### src/rtl/daq_pkg.sv
// rtl/daq_pkg.sv - shared constants, FSM encoding and header helper for the DAQ framer
package daq_pkg;

    localparam logic [7:0] DAQ_MAGIC = 8'hDA;
    localparam int         HDR_SEQ_W = 8;
    localparam int         HDR_LEN_W = 15;

    typedef enum logic [2:0] {
        ST_IDLE     = 3'd0,
        ST_LEN_WAIT = 3'd1,
        ST_HDR0     = 3'd2,
        ST_HDR1     = 3'd3,
        ST_PAYLOAD  = 3'd4
    } daq_state_t;

    // Header word 0: magic | seq | more | payload word count
    function automatic logic [31:0] daq_hdr0(input logic [HDR_SEQ_W-1:0] seq,
                                             input logic                 more,
                                             input logic [HDR_LEN_W-1:0] len);
        return {DAQ_MAGIC, seq, more, len};
    endfunction

endpackage

### src/rtl/daq_framer_if.sv
// rtl/daq_framer_if.sv - framed word stream towards the MAC transmitter
interface daq_framer_if;
    logic [31:0] tx_data;
    logic        tx_valid;
    logic        tx_ready;
    logic        tx_sof;
    logic        tx_eof;

    modport master (output tx_data, output tx_valid, output tx_sof, output tx_eof, input tx_ready);
    modport slave  (input tx_data, input tx_valid, input tx_sof, input tx_eof, output tx_ready);
endinterface

### src/rtl/daq_skid.sv
// rtl/daq_skid.sv - 2-entry 32-bit skid FIFO with occupancy output
module daq_skid (
    input  logic        clk,
    input  logic        rst,
    input  logic        push,
    input  logic [31:0] push_data,
    input  logic        pop,
    output logic [31:0] head_data,
    output logic [1:0]  occ
);

    logic [31:0] entry0;
    logic [31:0] entry1;
    logic [1:0]  count;
    logic        pop_ok;

    assign pop_ok    = pop && (count != 2'd0);
    assign head_data = entry0;
    assign occ       = count;

    // entry0 is always the head; entry1 holds the second word when two are stored
    always_ff @(posedge clk) begin
        if (rst) begin
            entry0 <= '0;
            entry1 <= '0;
            count  <= 2'd0;
        end else begin
            case ({push, pop_ok})
                2'b10: begin
                    if (count == 2'd0) entry0 <= push_data;
                    else               entry1 <= push_data;
                    count <= count + 2'd1;
                end
                2'b01: begin
                    entry0 <= entry1;
                    count  <= count - 2'd1;
                end
                2'b11: begin
                    if (count == 2'd1) begin
                        entry0 <= push_data;
                    end else begin
                        entry0 <= entry1;
                        entry1 <= push_data;
                    end
                end
                default: ;
            endcase
        end
    end

endmodule

### src/rtl/daq_framer.sv
// rtl/daq_framer.sv - pops DAQ packets from length/data FIFOs and emits framed words to the MAC
module daq_framer
    import daq_pkg::*;
#(
    parameter int MAC_PACKET_BITS = 16,
    parameter int MAX_WORDS       = 256
) (
    input  logic                       clk,
    input  logic                       rst,
    input  logic [31:0]                systime,
    input  logic [MAC_PACKET_BITS-1:0] daqo_len,
    input  logic                       daqo_len_ready,
    output logic                       daqo_len_rd_en,
    input  logic [31:0]                daqo_data,
    output logic                       daqo_data_rd_en,
    daq_framer_if.master               tx
);

    localparam logic [MAC_PACKET_BITS-1:0] MAX_LEN   = MAC_PACKET_BITS'(MAX_WORDS);
    localparam logic [HDR_LEN_W-1:0]       MAX_FRAME = HDR_LEN_W'(MAX_WORDS);

    daq_state_t                 state;
    daq_state_t                 state_nxt;
    logic [MAC_PACKET_BITS-1:0] remain;
    logic [HDR_SEQ_W-1:0]       seq;
    logic [31:0]                hdr_time;
    logic [HDR_LEN_W-1:0]       words_req;
    logic [HDR_LEN_W-1:0]       words_sent;
    logic                       rd_pending;

    logic [HDR_LEN_W-1:0]       frame_len;
    logic                       more;
    logic                       last_word;
    logic                       accept;
    logic                       skid_pop;
    logic                       fetch_ok;
    logic [2:0]                 occ_eff;
    logic [31:0]                skid_head;
    logic [1:0]                 skid_occ;

    // remain only changes between frames, so the current frame size is a pure function of it
    assign more      = remain > MAX_LEN;
    assign frame_len = more ? MAX_FRAME : HDR_LEN_W'(remain);
    assign last_word = words_sent == (frame_len - 15'd1);
    assign accept    = tx.tx_valid && tx.tx_ready;
    assign skid_pop  = (state == ST_PAYLOAD) && (skid_occ != 2'd0) && tx.tx_ready;

    // Count the slot freed by this cycle's pop so a full-rate stream keeps one read in flight
    assign occ_eff  = {1'b0, skid_occ} - {2'b0, skid_pop} + {2'b0, rd_pending};
    assign fetch_ok = (words_req < frame_len) && (occ_eff < 3'd2);

    daq_skid u_skid (
        .clk       (clk),
        .rst       (rst),
        .push      (rd_pending),
        .push_data (daqo_data),
        .pop       (skid_pop),
        .head_data (skid_head),
        .occ       (skid_occ)
    );

    // State register
    always_ff @(posedge clk) begin
        if (rst) state <= ST_IDLE;
        else     state <= state_nxt;
    end

    // Next-state decision
    always_comb begin
        state_nxt = state;
        case (state)
            ST_IDLE:     if (daqo_len_ready) state_nxt = ST_LEN_WAIT;
            ST_LEN_WAIT: state_nxt = ST_HDR0;
            ST_HDR0:     if (accept) state_nxt = ST_HDR1;
            ST_HDR1:     if (accept) state_nxt = (frame_len == '0) ? ST_IDLE : ST_PAYLOAD;
            ST_PAYLOAD:  if (accept && last_word) state_nxt = more ? ST_HDR0 : ST_IDLE;
            default:     state_nxt = ST_IDLE;
        endcase
    end

    // Packet bookkeeping: remaining length, sequence number, timestamp and word counters
    always_ff @(posedge clk) begin
        if (rst) begin
            remain     <= '0;
            seq        <= '0;
            hdr_time   <= '0;
            words_req  <= '0;
            words_sent <= '0;
            rd_pending <= 1'b0;
        end else begin
            rd_pending <= daqo_data_rd_en;
            if (state == ST_LEN_WAIT) remain <= daqo_len;
            if (state == ST_PAYLOAD && accept && last_word)
                remain <= remain - MAC_PACKET_BITS'(frame_len);
            if (state_nxt == ST_HDR0 && state != ST_HDR0) hdr_time <= systime;
            if (accept && tx.tx_eof) seq <= seq + 8'd1;
            if (state == ST_HDR0) begin
                words_req  <= '0;
                words_sent <= '0;
            end else begin
                if (daqo_data_rd_en) words_req  <= words_req + 15'd1;
                if (skid_pop)        words_sent <= words_sent + 15'd1;
            end
        end
    end

    // Outputs decoded from state; payload words come straight from the skid head
    always_comb begin
        daqo_len_rd_en  = 1'b0;
        daqo_data_rd_en = 1'b0;
        tx.tx_valid     = 1'b0;
        tx.tx_data      = '0;
        tx.tx_sof       = 1'b0;
        tx.tx_eof       = 1'b0;
        case (state)
            ST_IDLE: daqo_len_rd_en = daqo_len_ready;
            ST_HDR0: begin
                tx.tx_valid = 1'b1;
                tx.tx_data  = daq_hdr0(seq, more, frame_len);
                tx.tx_sof   = 1'b1;
            end
            ST_HDR1: begin
                tx.tx_valid     = 1'b1;
                tx.tx_data      = hdr_time;
                tx.tx_eof       = (frame_len == '0);
                daqo_data_rd_en = fetch_ok;
            end
            ST_PAYLOAD: begin
                tx.tx_valid     = (skid_occ != 2'd0);
                tx.tx_data      = skid_head;
                tx.tx_eof       = last_word;
                daqo_data_rd_en = fetch_ok;
            end
            default: ;
        endcase
    end

endmodule

### src/flat_wrapper.sv
// flat-port wrapper written by rule: the top's interface ports become plain ports
module daq_framer_flat import daq_pkg::*;
#(
    parameter int MAC_PACKET_BITS = 16,
    parameter int MAX_WORDS       = 256
)
  (clk, rst, systime, daqo_len, daqo_len_ready, daqo_len_rd_en, daqo_data, daqo_data_rd_en, tx_tx_data, tx_tx_valid, tx_tx_sof, tx_tx_eof, tx_tx_ready);
  daq_framer_if tx_i ();
  input  logic clk;
  input  logic rst;
  input  logic [31:0] systime;
  input  logic [MAC_PACKET_BITS-1:0] daqo_len;
  input  logic daqo_len_ready;
  output logic daqo_len_rd_en;
  input  logic [31:0] daqo_data;
  output logic daqo_data_rd_en;
  output wire logic [$bits(tx_i.tx_data)-1:0] tx_tx_data;
  output wire logic [$bits(tx_i.tx_valid)-1:0] tx_tx_valid;
  output wire logic [$bits(tx_i.tx_sof)-1:0] tx_tx_sof;
  output wire logic [$bits(tx_i.tx_eof)-1:0] tx_tx_eof;
  input wire logic [$bits(tx_i.tx_ready)-1:0] tx_tx_ready;
  assign tx_tx_data = tx_i.tx_data;
  assign tx_tx_valid = tx_i.tx_valid;
  assign tx_tx_sof = tx_i.tx_sof;
  assign tx_tx_eof = tx_i.tx_eof;
  assign tx_i.tx_ready = tx_tx_ready;
  daq_framer #(.MAC_PACKET_BITS(MAC_PACKET_BITS), .MAX_WORDS(MAX_WORDS)) u_core (.clk(clk), .rst(rst), .systime(systime), .daqo_len(daqo_len), .daqo_len_ready(daqo_len_ready), .daqo_len_rd_en(daqo_len_rd_en), .daqo_data(daqo_data), .daqo_data_rd_en(daqo_data_rd_en), .tx(tx_i));
endmodule
### config.mk
export PLATFORM = sky130hd
export DESIGN_NAME = daq_framer_flat
export DESIGN_NICKNAME = d
export VERILOG_FILES = /design/src/rtl/daq_pkg.sv /design/src/rtl/daq_framer_if.sv /design/src/rtl/daq_skid.sv /design/src/rtl/daq_framer.sv /design/src/flat_wrapper.sv
export SDC_FILE = /design/constraint.sdc
export NUM_CORES = 1
export LEC_CHECK = 0
export ABC_AREA = 0
export CAP_MARGIN = 20
export CORE_MARGIN = 2
export CORE_UTILIZATION = 30
export DETAILED_ROUTE_END_ITERATION = 6
export PLACE_DENSITY = 0.59
export SLEW_MARGIN = 20
export SYNTH_ARGS = -nofsm -noshare
export SYNTH_HDL_FRONTEND = slang
export SYNTH_HIERARCHICAL = 1
export SYNTH_SLANG_ARGS = --single-unit
### constraint.sdc
create_clock -name clk -period 10.3 [get_ports clk]
set_input_delay 2.575 -clock clk [delete_from_list [all_inputs] [get_ports clk]]
set_output_delay 2.575 -clock clk [all_outputs]
set_load 0.05 [all_outputs]
==> results.json, run 1 <==
{
  "status": "completed",
  "path_clk_slew_ns": 0.07,
  "critical_path_class": "input pin to output pin",
  "num_io_pins": 121,
  "cts_resized": 0,
  "fin_tns_setup_ns": 0,
  "port-buffer-count": 120,
  "grt_pass1_vias": 7352,
  "crit_path_max_fanout": 20,
  "ys_seq_area_share_pct": 35.0,
  "numCtsBuffers": 17,
  "layout_setup_ws_ns": 1.24,
  "cpMostUsedCell": "clkdlybuf4s50_1",
  "synthTopCellsByArea": "dfxtp_1 (35%), nand2_1 (6.1%), mux2i_1 (5.3%), a221oi_2 (5.2%), nand2b_1 (5.1%)",
  "htreeDepth": 4,
  "crit_path_max_incr_delay_ns": 0.84,
  "rsz0062_at_grt": "no",
  "r2r-end": "u_core/remain[9]",
  "irDropWorstVdd_mv": 0.0766,
  "post_cts_buffers": 0,
  "start_util_pct": 30.2,
  "cts_buffer_depth": 2,
  "drt-pass1-iter-count": 6,
  "max_freq_ghz": 0.110,
  "worstSkewPairLatency_ns": 0.44,
  "maxSlewViolCount": 0,
  "relSlewSlack_pct": 29.6,
  "cts_root_buf": "clkbuf_16",
  "die_h_um": 176,
  "hpwlAfterDp_um": 17400,
  "area_growth_pct": 23.4,
  "cts_tree": "yes",
  "yosysWarnings": 6,
  "synth_common_cells": "dfxtp_1 (156), nand2_1 (144), nor2_1 (100), nand2b_1 (73), a21oi_1 (64)",
  "pre_cts_slack_ns": 1.26,
  "num_vias": 7890,
  "startpoint_type": "input pin",
  "fin_crit_sh_pct": 87.9,
  "routed_via_density": 5.12,
  "drive_gt1_share_pct": 12.3,
  "drt-total-wl_um": 25200,
  "path_cells": "clkdlybuf4s50_1 > o211ai_1 > inv_1 > ha_1 > nand2b_1 > fa_1 > xnor2_1 > o2111ai_1 > a21oi_1 > nand2_1 > o31ai_2 > buf_4 > clkdlybuf4s50_1",
  "synth_edf_count": 0,
  "crit_family": "buffers and inverters",
  "cp_num_cells": 13,
  "grt_use_total_pct": 16.2,
  "arrival_ns": 6.48,
  "synth_top_area_cell": "dfxtp_1",
  "ant_nets": 0,
  "cp_slowest_cell": "clkdlybuf4s50_1",
  "min-delay-start": "u_core/u_skid/entry1[29]",
  "cp.buffers_inverters": 4,
  "grt_start_max_net_pins": 67,
  "async_flop_share_pct": 0,
  "finalClockSkew_ns": 0.0209,
  "finalNetCount": 1250,
  "r2r_start": "u_core/remain[2]",
  "diodes": 0,
  "powerDensity_nw_per_um2": 146,
  "synth.avg_cell_area_um2": 8.42,
  "dieArea_um2": 31100,
  "hold_class": "flop to flop",
  "synth_top_cell_area_share_pct": 35.0,
  "rr_worst_depth": 12,
  "antenna_found_initial": 0,
  "cts_sinks": 156,
  "die_w_um": 176,
  "tightest_slew_ns": 1.06,
  "coreArea_um2": 29500,
  "whs_path_depth": 2,
  "worstSetupEndpointType": "output pin",
  "hold-path-endpoint": "u_core/u_skid/entry1[29]",
  "syn_inst": 1059,
  "yosysMostFrequentCell": "dfxtp_1",
  "syn_area_um2": 8920,
  "critPathRequiredTime_ns": 7.73,
  "ys_ff_latch": 156,
  "remaining_drc_errors": 0,
  "ctsHoldBuffers": 0,
  "setup_viol": 0,
  "finalWeightedCongestion": 0.863,
  "drv_cap": 0,
  "hold_viol_final": 0,
  "synth_cell_types": 76,
  "grt_pass1_wl_um": 40300,
  "leakage_nw": 3.87,
  "drt_iter0_markers": 487,
  "synth_flop_cell": "dfxtp_1",
  "period_needed_ns": 9.06,
  "rows": 63,
  "rrSetupSlack_ns": 4.84,
  "grt_overflow": 0,
  "routedWlPerCell_um": 16.3
}
cells in the final DEF (no fill, tap or decap), drive strengths merged, types with 10 or more instances in the layout:
cell type and instances:
xor2 21, nor2b 15, nor4 13, inv 19
nand3 26, mux2i 47, nor3 46, clkbuf 17
a221oi 34, ha 27, nand4 17, clkdlybuf4s50 119
dfxtp 156, a21oi 65, o21ai 41, nand2 145
a22o 14, a211oi 10, buf 12, nor2 101
nand2b 73
cell type report:
type / instances / area, um^2
inverter: 14 / 52.6
sequential: 156 / 3120
clock inverter: 15 / 176
fill: 3054 / 18500
multi-input combinational: 818 / 5460
tap: 390 / 488
clock buffer: 17 / 425
timing repair buffer: 131 / 1280
layer usage:
layer  track usage, %  part of all wire (%)
met5                0                     0
met3             4.20                   6.6
met4             4.51                   1.6
met1             22.4                    47
met2             24.7                    45
where the power goes:
group	leakage [nW]	switching, W	internal [W]
logic	2.32	0.000187	0.000126
registers	1.26	0.0000347	0.000635
clock network	0.285	0.000300	0.000326
cell families (layout without fill, tap and decap cells):
logic type,after synthesis,after routing,synth area share (%)
other,1,7,0.0421
xor gates and xnor gates,29,29,2.85
muxes,55,55,6.29
buffers and inverters,91,177,4.49
adders and majority gates,28,28,4.01
AOI/OAI and AO/OA,218,218,18.7
DFF,156,156,35.0
and+or+nand+nor,481,481,28.6
worst register-to-register path: stages (launching register included):
cell	delay [ns]
dfxtp_1	0.44
nor4_2	0.56
a21oi_1	0.20
nor2_1	0.56
nand2_1	0.25
ha_1	0.44
or3b_2	0.53
mux2_2	0.27
o21ai_0	0.30
nand3_1	0.15
or4_1	0.85
or4_1	0.57
a311oi_1	0.26
worst max path at each step:
stage,from,end,slack [ns]
after floorplan,tx_tx_ready,daqo_data_rd_en,2.34
after global placement,tx_tx_ready,daqo_data_rd_en,1.32
after detailed placement,tx_tx_ready,daqo_data_rd_en,1.26
after CTS,tx_tx_ready,daqo_data_rd_en,1.24
after global routing,tx_tx_ready,daqo_data_rd_en,0.88
final,tx_tx_ready,daqo_data_rd_en,1.24
sequential cells by signal, summed over array words and instances (netlist names), 3 cells and up:
register and flops:
u_core/words_sent 15, u_core/state 3, u_core/u_skid/head_data 32, u_core/hdr_time 32, u_core/words_req 15, u_core/remain 16
u_core/seq 8, u_core/u_skid/entry1 32
through the flow:
step                power, W  util [%]  cell area [um^2]  hold WS [ns]  instances
detailed placement  0.000994      35.3             10400         0.451       1509
CTS                  0.00162      37.3             11000         0.461       1541
finish               0.00161      37.3             11000         0.458       1541
floorplan           0.000888         -              8940         0.436       1065
global route         0.00168      37.3             11000         0.475       1541
global placement    0.000992      35.3             10400         0.442       1509
Note: power is estimated with default switching activity, not from simulation.
==> run 2, diff against run 1 <==
Settings changed: CORE_UTILIZATION 30 to 45, PLACE_DENSITY 0.59 to 0.77.
==> results.json, run 2 (synthesis gave the netlist of run 1 again) <==
{
  "status": "completed",
  "numCtsBuffers": 17,
  "rrSetupSlack_ns": 4.80,
  "critical_path_class": "input pin to output pin",
  "fin_crit_sh_pct": 87.9,
  "placed_cell_area_um2": 10200,
  "rr_worst_depth": 12,
  "drt-pass1-iter-count": 4,
  "fillers": 1707,
  "ctsHoldBuffers": 0,
  "hold_viol_final": 0,
  "hold_class": "flop to flop",
  "drv_cap": 0,
  "cpMostUsedCell": "clkdlybuf4s50_1",
  "cts_sinks": 156,
  "grt_start_max_net_pins": 92,
  "cts_buffer_depth": 2,
  "leakage_nw": 3.87,
  "drt-total-wl_um": 23900,
  "cts_resized": 0,
  "holdWs_ns": 0.456,
  "hold-path-endpoint": "u_core/u_skid/entry1[28]",
  "powerDensity_nw_per_um2": 151,
  "rows": 51,
  "startpoint_type": "input pin",
  "final_common_cell": "dfxtp_1",
  "comb_power_share_pct": 19.3,
  "clkPwrFrac_pct": 40.3,
  "finalWeightedCongestion": 0.937,
  "r2r-end": "u_core/seq[7]",
  "routed_via_density": 5.61,
  "max_freq_ghz": 0.110,
  "fin_tns_setup_ns": 0,
  "cts_root_buf": "clkbuf_16",
  "coreArea_um2": 19500,
  "relSlewSlack_pct": 31.8,
  "cp_slowest_cell": "clkdlybuf4s50_1",
  "grt_pass1_vias": 7583,
  "p_int_w": 0.00115,
  "num_io_pins": 121,
  "grt_use_total_pct": 23.4,
  "path_clk_slew_ns": 0.07,
  "finalClockSkew_ns": 0.0186,
  "p_sw_w": 0.000490,
  "p_sw_share_pct": 29.8,
  "remaining_drc_errors": 0,
  "r2r_start": "u_core/remain[2]",
  "htreeDepth": 4,
  "fin_area_um2": 10900,
  "drive_gt1_share_pct": 12.1,
  "period_needed_ns": 9.06,
  "rsz0062_at_grt": "no",
  "grt_overflow": 0,
  "diodes": 0,
  "critPathRequiredTime_ns": 7.73,
  "die_h_um": 145,
  "tightest_slew_ns": 1.02,
  "num_vias": 7942,
  "grt_pass1_wl_um": 38800,
  "whs_path_depth": 2,
  "start_util_pct": 45.8,
  "post_cts_buffers": 0,
  "crit_path_max_fanout": 20,
  "worstSetupEndpointType": "output pin",
  "drt_iter0_markers": 642,
  "seqPwrFrac_pct": 40.5,
  "layout_common_cells": "dfxtp_1 (156), nand2_1 (143), clkdlybuf4s50_1 (119), nor2_1 (100), nand2b_1 (72)",
  "crit_path_max_incr_delay_ns": 0.85,
  "cp.buffers_inverters": 4,
  "arrival_ns": 6.48,
  "crit_family": "buffers and inverters",
  "finalNetCount": 1249,
  "path_cells": "clkdlybuf4s50_1 > o211ai_1 > inv_1 > ha_1 > nand2b_1 > fa_1 > xnor2_1 > o2111ai_1 > a21oi_1 > nand2_1 > o31ai_2 > buf_4 > clkdlybuf4s50_1",
  "die_w_um": 145,
  "maxSlewViolCount": 0,
  "irDropWorstVdd_mv": 0.146,
  "routedWlPerCell_um": 16.9,
  "worstSkewPairLatency_ns": 0.43,
  "hpwlAfterDp_um": 16400,
  "dieArea_um2": 21000,
  "min-delay-start": "u_core/u_skid/entry1[28]",
  "cts_tree": "yes",
  "area_growth_pct": 21.8,
  "antenna_found_initial": 0,
  "setup_viol": 0,
  "ant_nets": 0,
  "port-buffer-count": 120
}
-- run 2: power by group through the flow --
stage	Sequential (W)	Combinational, W	Clock (W)
4_1_cts	0.000665	0.000316	0.000674
5_1_grt	0.000669	0.000345	0.000700
2_1_floorplan	0.000665	0.000222	0
6_report	0.000665	0.000317	0.000662
3_3_place_gp	0.000676	0.000312	0
3_5_place_dp	0.000678	0.000313	0
-- run 2: routing by layer --
metal | vias to the layer above | global-route usage (%) | part of all wire [%]
met3 | 22 | 4.80 | 6.0
met1 | 3765 | 32.3 | 46
met4 | 0 | 5.06 | 0.90
li1 | 3894 | - | -
met2 | 261 | 37.8 | 47
met5 | - | 0 | 0
-- run 2: cell type report --
cell class	instances	area, um^2	area share, %
Multi-Input combinational cell	818	5460	50.3
Sequential cell	156	3120	28.8
Timing Repair Buffer	130	1270	11.7
Clock buffer	19	443	4.08
Tap cell	265	332	3.05
Clock inverter	13	179	1.65
Inverter	14	52.6	0.484
-- run 2: worst reg2reg max path, delay by kind of cell, from the launching register on --
family	cells	cell delay [ns]
AO/OA/AOI/OAI	3	1.01
AND/OR/NAND/NOR	6	2.86
flip-flops	1	0.45
multiplexers	2	0.64
adder cells (fa/ha/maj)	1	0.44
-- run 2: worst max-delay path by stage --
stage                start         endpoint  slack (ns)  cells past startpoint
2_1_floorplan  tx_tx_ready  daqo_data_rd_en        2.34                     12
3_3_place_gp   tx_tx_ready  daqo_data_rd_en        1.39                     13
3_5_place_dp   tx_tx_ready  daqo_data_rd_en        1.27                     13
4_1_cts        tx_tx_ready  daqo_data_rd_en        1.26                     13
5_1_grt        tx_tx_ready  daqo_data_rd_en        1.04                     13
6_report       tx_tx_ready  daqo_data_rd_en        1.24                     13
-- run 2: through the flow --
step	power (W)	cells	util [%]	setup slack, ns
2_1_floorplan	0.000888	1065	-	2.34
3_3_place_gp	0.000988	1383	52.6	1.39
6_report	0.00164	1415	55.8	1.24
5_1_grt	0.00171	1415	55.8	1.04
3_5_place_dp	0.000991	1383	52.6	1.27
4_1_cts	0.00165	1415	55.8	1.26
